--- config.mk ---
export PLATFORM = sky130hd
export DESIGN_NAME = data_wbuf
export DESIGN_NICKNAME = d
export VERILOG_FILES = /design/src/rtl/wbuf_pkg.sv /design/src/rtl/wbuf_fifo.sv /design/src/rtl/data_wbuf.sv
export SDC_FILE = /design/constraint.sdc
export NUM_CORES = 1
export LEC_CHECK = 0
export ABC_AREA = 0
export CAP_MARGIN = 20
export CELL_PAD_IN_SITES_DETAIL_PLACEMENT = 2
export CELL_PAD_IN_SITES_GLOBAL_PLACEMENT = 2
export CORE_ASPECT_RATIO = 0.5
export CORE_UTILIZATION = 35
export CTS_CLUSTER_SIZE = 16
export DETAILED_ROUTE_END_ITERATION = 16
export PLACE_DENSITY_LB_ADDON = 0.1
export RECOVER_POWER = 100
export SETUP_SLACK_MARGIN = 0.3
export SLEW_MARGIN = 20
export SYNTH_ARGS = -nofsm -noshare
export SYNTH_HDL_FRONTEND = slang
export SYNTH_SLANG_ARGS = --single-unit
--- constraint.sdc ---
create_clock -name clk -period 17.34 [get_ports clk]
set_input_delay 5.202 -clock clk [delete_from_list [all_inputs] [get_ports clk]]
set_output_delay 5.202 -clock clk [all_outputs]
set_load 0.03 [all_outputs]
--- src/rtl/wbuf_pkg.sv ---
// wbuf_pkg: shared types and constants for the data write buffer.
//   - WBUF_DEPTH   : default store-buffer entry count
//   - SIZE_*       : access size encodings (byte/half/word)
//   - state_e      : downstream transaction FSM states
//   - wbuf_entry_t : one buffered store {size, wstrb, addr, wdata}
package wbuf_pkg;

    localparam int unsigned WBUF_DEPTH = 4;
    localparam int unsigned ADDR_W     = 32;
    localparam int unsigned DATA_W     = 32;
    localparam int unsigned STRB_W     = 4;
    localparam int unsigned SIZE_W     = 2;

    localparam logic [SIZE_W-1:0] SIZE_BYTE = 2'd0;
    localparam logic [SIZE_W-1:0] SIZE_HALF = 2'd1;
    localparam logic [SIZE_W-1:0] SIZE_WORD = 2'd2;

    typedef enum logic [1:0] {
        IDLE    = 2'd0,
        ST_WAIT = 2'd1,
        LD_WAIT = 2'd2
    } state_e;

    typedef struct packed {
        logic [SIZE_W-1:0] size;
        logic [STRB_W-1:0] wstrb;
        logic [ADDR_W-1:0] addr;
        logic [DATA_W-1:0] wdata;
    } wbuf_entry_t;

    // True when two byte addresses fall in the same 32-bit word.
    function automatic logic same_word(input logic [ADDR_W-1:0] a,
                                       input logic [ADDR_W-1:0] b);
        return a[ADDR_W-1:2] == b[ADDR_W-1:2];
    endfunction

endpackage

--- src/rtl/wbuf_fifo.sv ---
// wbuf_fifo: circular store-entry storage for the data write buffer.
// Ports:
//   clk, reset        : clock, asynchronous active-high reset
//   push, push_entry  : enqueue one store (caller guarantees space, allowing push on pop)
//   pop               : drop the head entry (caller guarantees non-empty)
//   head              : oldest entry, all-zero payload after reset
//   full, empty       : occupancy flags
//   match_addr, match : per-slot flag, valid entry in the same word as match_addr
module wbuf_fifo
    import wbuf_pkg::*;
#(
    parameter int unsigned DEPTH = WBUF_DEPTH
) (
    input  logic              clk,
    input  logic              reset,
    input  logic              push,
    input  wbuf_entry_t       push_entry,
    input  logic              pop,
    input  logic [ADDR_W-1:0] match_addr,
    output wbuf_entry_t       head,
    output logic              full,
    output logic              empty,
    output logic [DEPTH-1:0]  match
);

    localparam int unsigned PTR_W = $clog2(DEPTH);
    localparam int unsigned CNT_W = PTR_W + 1;

    wbuf_entry_t      ent_q [DEPTH];
    logic [PTR_W-1:0] wr_ptr;
    logic [PTR_W-1:0] rd_ptr;
    logic [CNT_W-1:0] count;
    logic [PTR_W-1:0] off;

    // Storage, pointers and count; pointers wrap naturally since DEPTH is a power of two.
    always_ff @(posedge clk or posedge reset) begin
        if (reset) begin
            wr_ptr <= '0;
            rd_ptr <= '0;
            count  <= '0;
            for (int i = 0; i < DEPTH; i++) begin
                ent_q[i] <= '0;
            end
        end else begin
            if (push) begin
                ent_q[wr_ptr] <= push_entry;
                wr_ptr        <= wr_ptr + PTR_W'(1);
            end
            if (pop) begin
                rd_ptr <= rd_ptr + PTR_W'(1);
            end
            case ({push, pop})
                2'b10:   count <= count + CNT_W'(1);
                2'b01:   count <= count - CNT_W'(1);
                default: count <= count;
            endcase
        end
    end

    assign head  = ent_q[rd_ptr];
    assign full  = (count == CNT_W'(DEPTH));
    assign empty = (count == '0);

    // A slot is valid when its distance from the read pointer is below count.
    always_comb begin
        match = '0;
        off   = '0;
        for (int i = 0; i < DEPTH; i++) begin
            off      = PTR_W'(i) - rd_ptr;
            match[i] = (CNT_W'(off) < count) && same_word(ent_q[i].addr, match_addr);
        end
    end

endmodule

--- src/rtl/data_wbuf.sv ---
// data_wbuf: posted-store write buffer between the core and the memory bridge.
// Stores are accepted immediately into a DEPTH-entry FIFO and acknowledged one
// cycle later; the buffer drains them in order, one downstream transaction at
// a time. Loads go straight through when they cannot hit a buffered store.
// Build option: LOAD_BYPASS_EN -- when defined, a load may overtake buffered
// stores to other words; otherwise a load waits for the buffer to empty.
// Ports:
//   clk, reset                 : clock, asynchronous active-high reset
//   cpu_req/wr/size/wstrb/addr/wdata, cpu_addr_ok/data_ok/rdata : core side (slave)
//   mem_req/wr/size/wstrb/addr/wdata, mem_addr_ok/data_ok/rdata : bridge side (master)
module data_wbuf
    import wbuf_pkg::*;
#(
    parameter int unsigned DEPTH = WBUF_DEPTH
) (
    input  logic              clk,
    input  logic              reset,
    input  logic              cpu_req,
    input  logic              cpu_wr,
    input  logic [SIZE_W-1:0] cpu_size,
    input  logic [STRB_W-1:0] cpu_wstrb,
    input  logic [ADDR_W-1:0] cpu_addr,
    input  logic [DATA_W-1:0] cpu_wdata,
    output logic              cpu_addr_ok,
    output logic              cpu_data_ok,
    output logic [DATA_W-1:0] cpu_rdata,
    output logic              mem_req,
    output logic              mem_wr,
    output logic [SIZE_W-1:0] mem_size,
    output logic [STRB_W-1:0] mem_wstrb,
    output logic [ADDR_W-1:0] mem_addr,
    output logic [DATA_W-1:0] mem_wdata,
    input  logic              mem_addr_ok,
    input  logic              mem_data_ok,
    input  logic [DATA_W-1:0] mem_rdata
);

    state_e           state;
    logic             st_ack;
    wbuf_entry_t      head;
    wbuf_entry_t      push_entry;
    logic             full;
    logic             empty;
    logic [DEPTH-1:0] match;
    logic             pop;
    logic             st_acc;
    logic             ld_elig;
    logic             load_go;
    logic             drain_go;

    assign push_entry = '{size: cpu_size, wstrb: cpu_wstrb, addr: cpu_addr, wdata: cpu_wdata};

    wbuf_fifo #(
        .DEPTH (DEPTH)
    ) u_fifo (
        .clk        (clk),
        .reset      (reset),
        .push       (st_acc),
        .push_entry (push_entry),
        .pop        (pop),
        .match_addr (cpu_addr),
        .head       (head),
        .full       (full),
        .empty      (empty),
        .match      (match)
    );

`ifdef LOAD_BYPASS_EN
    // Load may overtake buffered stores as long as none targets its word.
    assign ld_elig = ~(|match);
`else
    // An empty buffer never reports a match; the term keeps the hazard view uniform.
    assign ld_elig = empty & ~(|match);
`endif

    // Head retires when its downstream store completes.
    assign pop = (state == ST_WAIT) & mem_data_ok;

    // A full buffer still takes a store in the cycle its head retires.
    assign st_acc = ~reset & cpu_req & cpu_wr & (~full | pop) & (state != LD_WAIT);

    assign load_go  = ~reset & (state == IDLE) & ~st_ack & cpu_req & ~cpu_wr & ld_elig;
    assign drain_go = ~reset & (state == IDLE) & ~load_go & ~empty;

    assign cpu_addr_ok = st_acc | (load_go & mem_addr_ok);
    assign cpu_data_ok = st_ack | ((state == LD_WAIT) & mem_data_ok);
    assign cpu_rdata   = (state == LD_WAIT) ? mem_rdata : '0;

    // Downstream drive: the pending load wins, otherwise the head entry.
    always_comb begin
        mem_req   = 1'b0;
        mem_wr    = 1'b1;
        mem_size  = head.size;
        mem_wstrb = head.wstrb;
        mem_addr  = head.addr;
        mem_wdata = head.wdata;
        if (load_go) begin
            mem_req   = 1'b1;
            mem_wr    = 1'b0;
            mem_size  = cpu_size;
            mem_wstrb = cpu_wstrb;
            mem_addr  = cpu_addr;
            mem_wdata = cpu_wdata;
        end else if (drain_go) begin
            mem_req = 1'b1;
        end
    end

    // Transaction FSM and store acknowledge register.
    always_ff @(posedge clk or posedge reset) begin
        if (reset) begin
            state  <= IDLE;
            st_ack <= 1'b0;
        end else begin
            st_ack <= st_acc;
            case (state)
                IDLE: begin
                    if (load_go && mem_addr_ok) begin
                        state <= LD_WAIT;
                    end else if (drain_go && mem_addr_ok) begin
                        state <= ST_WAIT;
                    end
                end
                ST_WAIT: begin
                    if (mem_data_ok) begin
                        state <= IDLE;
                    end
                end
                LD_WAIT: begin
                    if (mem_data_ok) begin
                        state <= IDLE;
                    end
                end
                default: state <= IDLE;
            endcase
        end
    end

endmodule
==> results of run 1 <==
## power by group through the flow
| stage | Sequential, mW | Combinational [mW] | Clock (mW) |
|---|---|---|---|
| after floorplan | 1.16 | 1.38 | 0 |
| after global placement | 1.25 | 1.90 | 0 |
| after detailed placement | 1.29 | 1.94 | 0 |
| after CTS | 1.28 | 1.95 | 0.706 |
| after global routing | 1.32 | 1.97 | 0.730 |
| final | 1.28 | 1.85 | 0.684 |
## critical path: stages
cell             delay [ns]
clkdlybuf4s50_1        0.75
xor2_1                 0.52
nor4_1                 0.22
nand4_1                0.17
o21ai_1                0.12
nor4_4                 0.29
buf_4                  0.66
mux2_2                 0.41
dlygate4sd3_1          0.69
## sequential cells by signal, summed over array words and instances (netlist names)
signal and flops:
state 2, u_fifo.count 3, st_ack 1, u_fifo.ent_q 280
u_fifo.rd_ptr 2, u_fifo.wr_ptr 2
## worst min path at each step
stage | from | to | slack (ns) | cells after the start
6_report | u_fifo.ent_q[232] | u_fifo.ent_q[232] | 0.50 | 1
5_1_grt | u_fifo.ent_q[232] | u_fifo.ent_q[232] | 0.52 | 1
4_1_cts | u_fifo.ent_q[140] | u_fifo.ent_q[140] | 0.51 | 1
3_5_place_dp | u_fifo.ent_q[140] | u_fifo.ent_q[140] | 0.49 | 1
3_3_place_gp | u_fifo.ent_q[143] | u_fifo.ent_q[143] | 0.48 | 1
2_1_floorplan | u_fifo.count[1] | u_fifo.count[1] | 0.47 | 2
## routing by layer
layer / share of wire / vias to the layer above / global-route usage
li1: - / 4203 / -
met1: 0.46 / 5084 / 0.270
met2: 0.50 / 114 / 0.343
met3: 0.027 / 34 / 0.0268
met4: 0.012 / 0 / 0.0314
met5: 0 / - / 0
## cell type report
class | count | area, µm²
Clock inverter | 9 | 145
Fill cell | 4150 | 23800
Inverter | 15 | 57.6
Clock buffer | 46 | 881
Timing Repair Buffer | 226 | 2200
Sequential cell | 290 | 7260
Multi-Input combinational cell | 674 | 7660
Tap cell | 577 | 722
## layout by cell type (no fill, tap or decap), types with 3 or more instances in the layout
cell type and n:
and2_1 32, mux2_2 301, bufinv_16 3, clkbuf_16 30, o21ai_0 3, mux2_1 4, xor2_1 115, a21o_1 3
xnor2_1 12, o211ai_1 3, nand2_1 14, nand3_1 3, clkbuf_8 7, clkdlybuf4s50_1 105, dfrtp_1 288, nor2_1 3
nor4_1 27, mux4_2 70, clkbuf_1 18, clkinv_2 5, buf_4 4, nor3_1 5, inv_1 13, dlygate4sd3_1 108
nand4_1 7, a21oi_1 3, ha_1 11, mux2_4 45
## through the flow
stage	utilization	instance area [µm²]	hold WS, ns	setup WS, ns
after floorplan	-	15400	0.473	1.58
after global placement	0.421	18000	0.481	3.07
after detailed placement	0.421	18000	0.492	2.94
after CTS	0.445	19000	0.507	2.94
after global routing	0.443	18900	0.523	2.91
final	0.443	18900	0.502	3.02
## cell families after synthesis
group	count (synthesis)	share of synthesized area
buffers and inverters	101	0.0332
AO/OA/AOI/OAI	17	0.00763
multiplexers	420	0.369
AND/OR/NAND/NOR	97	0.0368
XOR/XNOR	127	0.0721
adder cells (fa/ha/maj)	13	0.0110
flip-flops	290	0.471
==> results by group, run 1 <==
Floorplan
  • Io pins: roughly 210
  • Die area: approximately 45,000 µm²
  • FP Rows: between 50 and 60
  • Core area: about 43,000 µm²
  • Die width: 299 µm
  • Die height: roughly 150 µm
  • Initial Util: 0.361

Yosys
  • Largest area contributor in the netlist: dfrtp_1
  • Yosys top cell area share: 0.471
  • Post-synth top cells: mux2_2 (305), dfrtp_1 (290), xor2_1 (115)
  • Synthesis Warnings: 0
  • EDFF count, synth: 0
  • Dominant synthesized flop cell: dfrtp_1
  • Ranking of synthesized cells by area: dfrtp_1 (47%), mux2_2 (22%), mux4_2 (10%), xor2_1 (6.5%), mux2_4 (4.4%)
  • Post-synthesis async set-or-reset flop share: 1.00
  • Gate Count Post-Synth: between 1,000 and 1,500
  • Most instantiated library cell after synthesis: mux2_2
  • Post-synth net total: 1,186
  • Avg Inst Size Synth: 14.5 µm²
  • Cell variety after synth: 35
  • Post-Syn Area: 15,400 µm²
  • Yosys reg bits: between 200 and 300
  • Sequential element share of the synthesized area: 0.471

Power
  • VDD IR max: between 0.09 and 0.1 mV
  • Clock power frac: 0.180
  • Power, Total: around 3.8 mW
  • Pint: approximately 2.4 mW
  • Lkg Pwr: between 8 and 9 nW
  • Net Switching: 1.43 mW
  • Gate power share: 0.485
  • Reg power frac: 0.336
  • Switching part of the total power: 0.375
  • Pwr dens: 201 nW/µm²

Layout
  • Final Instance Count excl. Fillers: roughly 1,800
  • ANT cells: 0
  • Area growth syn-to-layout: 22.7%
  • Layout cells sized above 1: 0.375
  • Fin nets: roughly 1,400

Timing
  • Setup Skew: between 0.015 and 0.02 ns
  • Fmax: 69.8 MHz
  • Slew HR: -1.86
  • Final hold vios: 0
  • Period minus WS final: between 10 and 15 ns
  • RSZ-0062 raised after global routing: no
  • Fin. max-slew vios: about 540
  • Slew @ Worst Pin: about 4.3 ns
  • # setup viols final: 0
  • Sum of negative setup slack: 0 ns
  • Period utilization: 0.826

CTS
  • Clock slew at reported path FFs: around 0.06 ns
  • CTS tree: done
  • Clk_lat worst skew: a little under 0.6 ns
  • Post-cts repair resize count: 0
  • Clock sink count: 290
  • Max Root-Sink Buffers: 3
  • # Post-CTS Setup Buffers: 0
  • CTS Buf Count: 30
  • Clock Tree Root: clkbuf_16
  • Htree depth: 1
  • Hold Buf Count CTS: 0

Worst setup path
  • Critical path type: primary input to primary output
  • Crit Reg-Reg Startpoint: state[0]
  • Crit-path max FO: 40
  • Internal reg-to-reg setup slack: around 11 ns
  • Worst Reg-to-Reg Cells: 6
  • Reg-to-reg endpoint: u_fifo.ent_q[257]
  • Critical Path Source Type: primary input
  • Crit path from: cpu_addr[31]
  • Worst EP required: ~12 ns
  • Crit. End Element: primary output
  • Crit path arrival time: 9.12 ns
  • CP Capture Point: mem_wdata[11]

Placed design
  • Placed Cells: between 1,500 and 2,000
  • PortBufs: between 200 and 250
  • Final GP Congestion: around 0.74
  • DP Wirelength: approximately 30,000 µm

Global route
  • Initial antenna violation count: 0
  • Largest net degree at the start of global routing: between 70 and 80
  • Grt ovf: 0
  • First-pass GRT wire length: approximately 67,000 µm
  • Vias in the first global route: ~11,000
  • GRT Total Usage: 0.198

Drt
  • DR vias/cell: about 5
  • First-pass DRT Iterations: 4
  • Initial drt markers: around 350
  • Final wirelength: ~44,000 µm
  • Post-DR wirelength/cell: between 20 and 25 µm
  • Antenna-violating nets left: 0
  • DRC Markers: 0
  • Vias: between 9,000 and 10,000

Job
  • Max cap viols: 12

Outcome
  • Status: finished, violations left
  • Failing checks: capacitance limit, slew limit

Worst hold path
  • Hold crit path type: flop to flop
Note: power is estimated with default switching activity, not from simulation.
==> run 2: changes to the inputs <==
Clock period 17.34 ns to 12.9 ns, I/O delays scaled along.
==> results by group, run 2 (synthesis results as in run 1) <==
Worst hold path
  • Hold crit path type: flop to flop

Placed design
  • Post-place setup slack: roughly 1.6 ns
  • Placed Cells: between 1,500 and 2,000
  • Instance area at placement: approximately 18,000 µm²
  • Final GP Congestion: roughly 0.76
  • DP Wirelength: just under 30,000 µm
  • PortBufs: between 200 and 250

Power
  • Lkg Pwr: ~8.2 nW
  • Pwr dens: 268 nW/µm²
  • Power, Total: 5.05 mW
  • VDD IR max: between 0.1 and 0.15 mV

Layout
  • Regs by FF count: u_fifo.ent_q x280, u_fifo.count x3
  • Most frequent cells in the layout: mux2_2 (303), dfrtp_1 (288), clkdlybuf4s50_1 (119)
  • Commonest non-fill, non-tap cell in the layout: mux2_2
  • ANT cells: 0
  • Area of the multi-input gates: between 7000 and 8000 µm²
  • Fin nets: about 1,400
  • Max reg flops: 280
  • Area growth syn-to-layout: 22.2%
  • Fin util: 0.441
  • Most flop-heavy register: u_fifo.ent_q
  • Reg area: 7260 µm²
  • Filler cell count: 4,118
  • Layout cells sized above 1: 0.371
  • Final Instance Count excl. Fillers: around 1,800
  • Final std cell area, no fill: 18,900 µm²

Timing
  • Fin. max-slew vios: 383
  • Fmax: 84.4 MHz
  • Setup Skew: around 0.012 ns
  • Sum of negative setup slack: 0 ns
  • Slew HR: -1.61
  • Slew @ Worst Pin: 3.91 ns
  • # setup viols final: 0
  • Worst Hold Slack: ~0.50 ns
  • Period utilization: 0.919
  • RSZ-0062 raised after global routing: no
  • Final hold vios: 0
  • Period minus WS final: 11.85 ns
  • Setup ws final: 1.05 ns

Floorplan
  • Io pins: around 210
  • Die width: ~300 µm
  • Core area: 42,700 µm²
  • Die area: approximately 45,000 µm²
  • Die height: 150 µm
  • FP Rows: 53
  • Initial Util: 0.361

Worst setup path
  • Critical path type: primary input to primary output
  • Worst EP required: around 9 ns
  • Worst path cell trace: dlygate4sd3_1 > xor2_1 > nor4_1 > o211ai_1 > nor3_1 > nor4_4 > clkbuf_2 > mux2_2 > dlygate4sd3_1
  • Crit-path max FO: 36
  • Crit path max-delay cell type: dlygate4sd3_1
  • Crit path arrival time: 7.98 ns
  • Critical Path Source Type: primary input
  • Critical Path Max Stage Delay: 0.77 ns
  • Crit. End Element: primary output
  • Internal reg-to-reg setup slack: roughly 6.0 ns
  • Worst path most repeated cell: dlygate4sd3_1

CTS
  • Clock sink count: 290
  • Clock Tree Root: clkbuf_16
  • CTS tree: done
  • CTS Buf Count: 30
  • Hold Buf Count CTS: 0
  • Clock slew at reported path FFs: about 0.06 ns
  • Max Root-Sink Buffers: 3
  • Clk_lat worst skew: between 0.5 and 0.6 ns
  • Htree depth: 1
  • Post-cts repair resize count: 0
  • # Post-CTS Setup Buffers: 0

Job
  • Max cap viols: 9

Global route
  • First-pass GRT wire length: 67,000 µm
  • Vias in the first global route: approximately 11,000
  • Initial antenna violation count: 0
  • Grt ovf: 0
  • Largest net degree at the start of global routing: ~170
  • GRT Total Usage: 0.196

Drt
  • Vias: 9,387
  • DR vias/cell: roughly 5.1
  • First-pass DRT Iterations: 4
  • Initial drt markers: approximately 300
  • Post-DR wirelength/cell: 23.6 µm
  • Final wirelength: ~43,000 µm
  • DRC Markers: 0
  • Antenna-violating nets left: 0

Outcome
  • Status: finished, violations left
  • Failing checks: capacitance limit, slew limit
-- run 2: metal layers --
layer | vias up | global-route usage | wire length, µm
met1 | 5058 | 0.257 | 19200
met2 | 102 | 0.349 | 22200
met5 | - | 0 | 0
met3 | 42 | 0.0291 | 1210
li1 | 4185 | - | -
met4 | 0 | 0.0311 | 551
-- run 2: path summary, 6_finish.rpt --
check	endpoint	from	cells after the start
max	mem_wdata[13]	cpu_addr[25]	9
min in group asynchronous	st_ack	reset	3
max in group asynchronous	u_fifo.ent_q[222]	reset	4
max reg2reg	u_fifo.ent_q[163]	state[0]	6
min	u_fifo.ent_q[10]	u_fifo.ent_q[10]	1
min reg2reg	u_fifo.ent_q[10]	u_fifo.ent_q[10]	1
-- run 2: report_power, final --
part / internal, mW / switching, mW / leakage, nW
combinational: 1.31 / 1.14 / 4.13
sequential: 1.35 / 0.387 / 3.58
clock: 0.483 / 0.386 / 0.489
total: 3.14 / 1.92 / 8.20
-- run 2: worst max-delay path: cells and delay by family --
| kind | cells | cell delay, ns |
|---|---|---|
| xor gates and xnor gates | 1 | 0.17 |
| AOI/OAI and AO/OA | 1 | 0.19 |
| buffers and inverters | 3 | 2.06 |
| muxes | 1 | 0.51 |
| and+or+nand+nor | 3 | 1.13 |
-- run 2: layout make-up --
class,instances,area share
timing repair buffer,224,0.117
multi-input combinational,674,0.404
inverter,15,0.00338
clock buffer,40,0.0450
sequential,290,0.385
tap,577,0.0383
clock inverter,13,0.00670
==> run 3: changes to the inputs <==
Settings changed: CORE_UTILIZATION 35 to 39.
Clock period 12.9 ns to 11.8 ns, I/O delays scaled along.
==> results by group, run 3 (synthesis results as in run 1) <==
Drt
  • Initial drt markers: around 390
  • Vias: 9,450
  • DR vias/cell: between 5 and 6
  • First-pass DRT Iterations: 4
  • Final wirelength: 43,200 µm
  • Post-DR wirelength/cell: 24.2 µm
  • Antenna-violating nets left: 0
  • DRC Markers: 0

CTS
  • Clock Tree Root: clkbuf_16
  • Htree depth: 1
  • Post-cts repair resize count: 0
  • Hold Buf Count CTS: 0
  • Clock slew at reported path FFs: 0.06 ns
  • CTS tree: done
  • Clk_lat worst skew: 0.56 ns
  • CTS Buf Count: 28
  • # Post-CTS Setup Buffers: 0
  • Clock sink count: 290
  • Max Root-Sink Buffers: 3

Worst hold path
  • Hold Startpoint: u_fifo.ent_q[214]
  • WHS Path Cells: 1
  • Min-Delay Endpoint: u_fifo.ent_q[214]
  • Hold crit path type: flop to flop

Power
  • Gate power share: 0.486
  • VDD IR max: about 0.14 mV
  • Clock power frac: 0.173
  • Power, Total: between 5 and 6 mW
  • Switching part of the total power: 0.374
  • Net Switching: a little over 2 mW
  • Pint: 3.48 mW
  • Reg power frac: 0.341
  • Lkg Pwr: about 8.2 nW
  • Pwr dens: slightly below 300 nW/µm²

Floorplan
  • Die height: roughly 140 µm
  • Die area: approximately 40,000 µm²
  • Io pins: approximately 210
  • Die width: between 200 and 300 µm
  • Initial Util: 0.396
  • FP Rows: about 50
  • Core area: a little under 40,000 µm²

Worst setup path
  • Worst Reg-to-Reg Cells: 7
  • Crit-path max FO: 50
  • Crit path from: cpu_addr[5]
  • Internal reg-to-reg setup slack: between 5 and 6 ns
  • Worst EP required: ~8.3 ns
  • Critical Path Source Type: primary input
  • Critical path type: primary input to primary output
  • Crit Reg-Reg Startpoint: state[0]
  • Crit path arrival time: between 7 and 8 ns
  • Reg-to-reg endpoint: u_fifo.ent_q[24]
  • Crit. End Element: primary output

Timing
  • Worst Hold Slack: around 0.50 ns
  • Fmax: ~90 MHz
  • Final hold vios: 0
  • Slew HR: -1.96
  • Slew @ Worst Pin: 4.45 ns
  • Period utilization: 0.931
  • RSZ-0062 raised after global routing: no
  • Setup Skew: 0.0103 ns
  • Fin. max-slew vios: ~510
  • Period minus WS final: 10.99 ns
  • # setup viols final: 0

Layout
  • Final Instance Count excl. Fillers: around 1,800
  • Regs by FF count: u_fifo.ent_q x280, u_fifo.count x3
  • Commonest non-fill, non-tap cell in the layout: mux2_2
  • Most frequent cells in the layout: mux2_2 (301), dfrtp_1 (288), xor2_1 (115)
  • Layout cells sized above 1: 0.378
  • Area growth syn-to-layout: 22.2%
  • Final std cell area, no fill: approximately 19,000 µm²
  • Most flop-heavy register: u_fifo.ent_q
  • Max reg flops: 280
  • ANT cells: 0
  • Fin nets: ~1,400

Global route
  • First-pass GRT wire length: 67,500 µm
  • GR Layer Usage met3: 0.0278
  • GRT Total Usage: 0.218
  • GR Layer Usage met2: 0.388
  • Grt ovf: 0
  • GRT busiest layer: met2
  • Largest net degree at the start of global routing: between 70 and 80
  • Initial antenna violation count: 0
  • Vias in the first global route: 10,900
  • GR Util met1: 0.290

Outcome
  • Status: finished, violations left
  • Failing checks: capacitance limit, slew limit

Placed design
  • Placed Cells: between 1,500 and 2,000
  • DP Wirelength: about 29,000 µm
  • Instance area at placement: roughly 18,000 µm²
  • PortBufs: about 210
  • Final GP Congestion: 0.810

Job
  • Max cap viols: 8
==> run 3: power by group through the flow <==
stage               combinational, mW  sequential, mW  clock, mW
floorplan                        2.03            1.71          0
global placement                 2.76            1.85          0
detailed placement               2.83            1.91          0
CTS                              2.85            1.90      0.989
global route                     2.88            1.96       1.03
finish                           2.70            1.89      0.960
==> run 3: critical path: stages <==
cell	delay [ns]
dlygate4sd3_1	0.84
xor2_1	0.14
nor4_1	0.75
nand4_1	0.18
nor3_1	0.33
nor4_4	0.08
buf_4	0.37
mux2_4	0.42
dlygate4sd3_1	0.69
==> run 3: stage by stage <==
stage / utilization / TNS [ns] / setup slack, ns
finish: 0.484 / 0 / 0.813
global route: 0.484 / 0 / 0.623
CTS: 0.486 / 0 / 0.990
detailed placement: 0.461 / 0 / 1.01
global placement: 0.461 / 0 / 1.03
floorplan: - / -43.41 / -0.639
==> run 3: final cells by class <==
cell class              instances  area [µm²]
multi-input cells             674        7680
inverters                      15        61.3
fillers                      3664       20100
well taps                     530         663
repair buffers                226        2200
clock buffers                  41         830
flip-flops and latches        290        7260
clock inverters                11         149
==> run 3: metal layers <==
| metal | wire [µm] | vias to the layer above |
|---|---|---|
| li1 | - | 4203 |
| met1 | 19500 | 5102 |
| met2 | 22000 | 99 |
| met3 | 997 | 46 |
| met4 | 687 | 0 |
| met5 | 0 | - |
==> run 3: worst max-delay path by stage <==
| stage | end | slack, ns | cells past startpoint |
|---|---|---|---|
| after global placement | mem_wdata[28] | 1.03 | 9 |
| after CTS | mem_wdata[19] | 0.99 | 9 |
| after global routing | mem_wdata[19] | 0.62 | 9 |
| after detailed placement | mem_wdata[14] | 1.01 | 9 |
| after floorplan | mem_addr[0] | -0.64 | 8 |
| final | mem_wdata[28] | 0.81 | 9 |
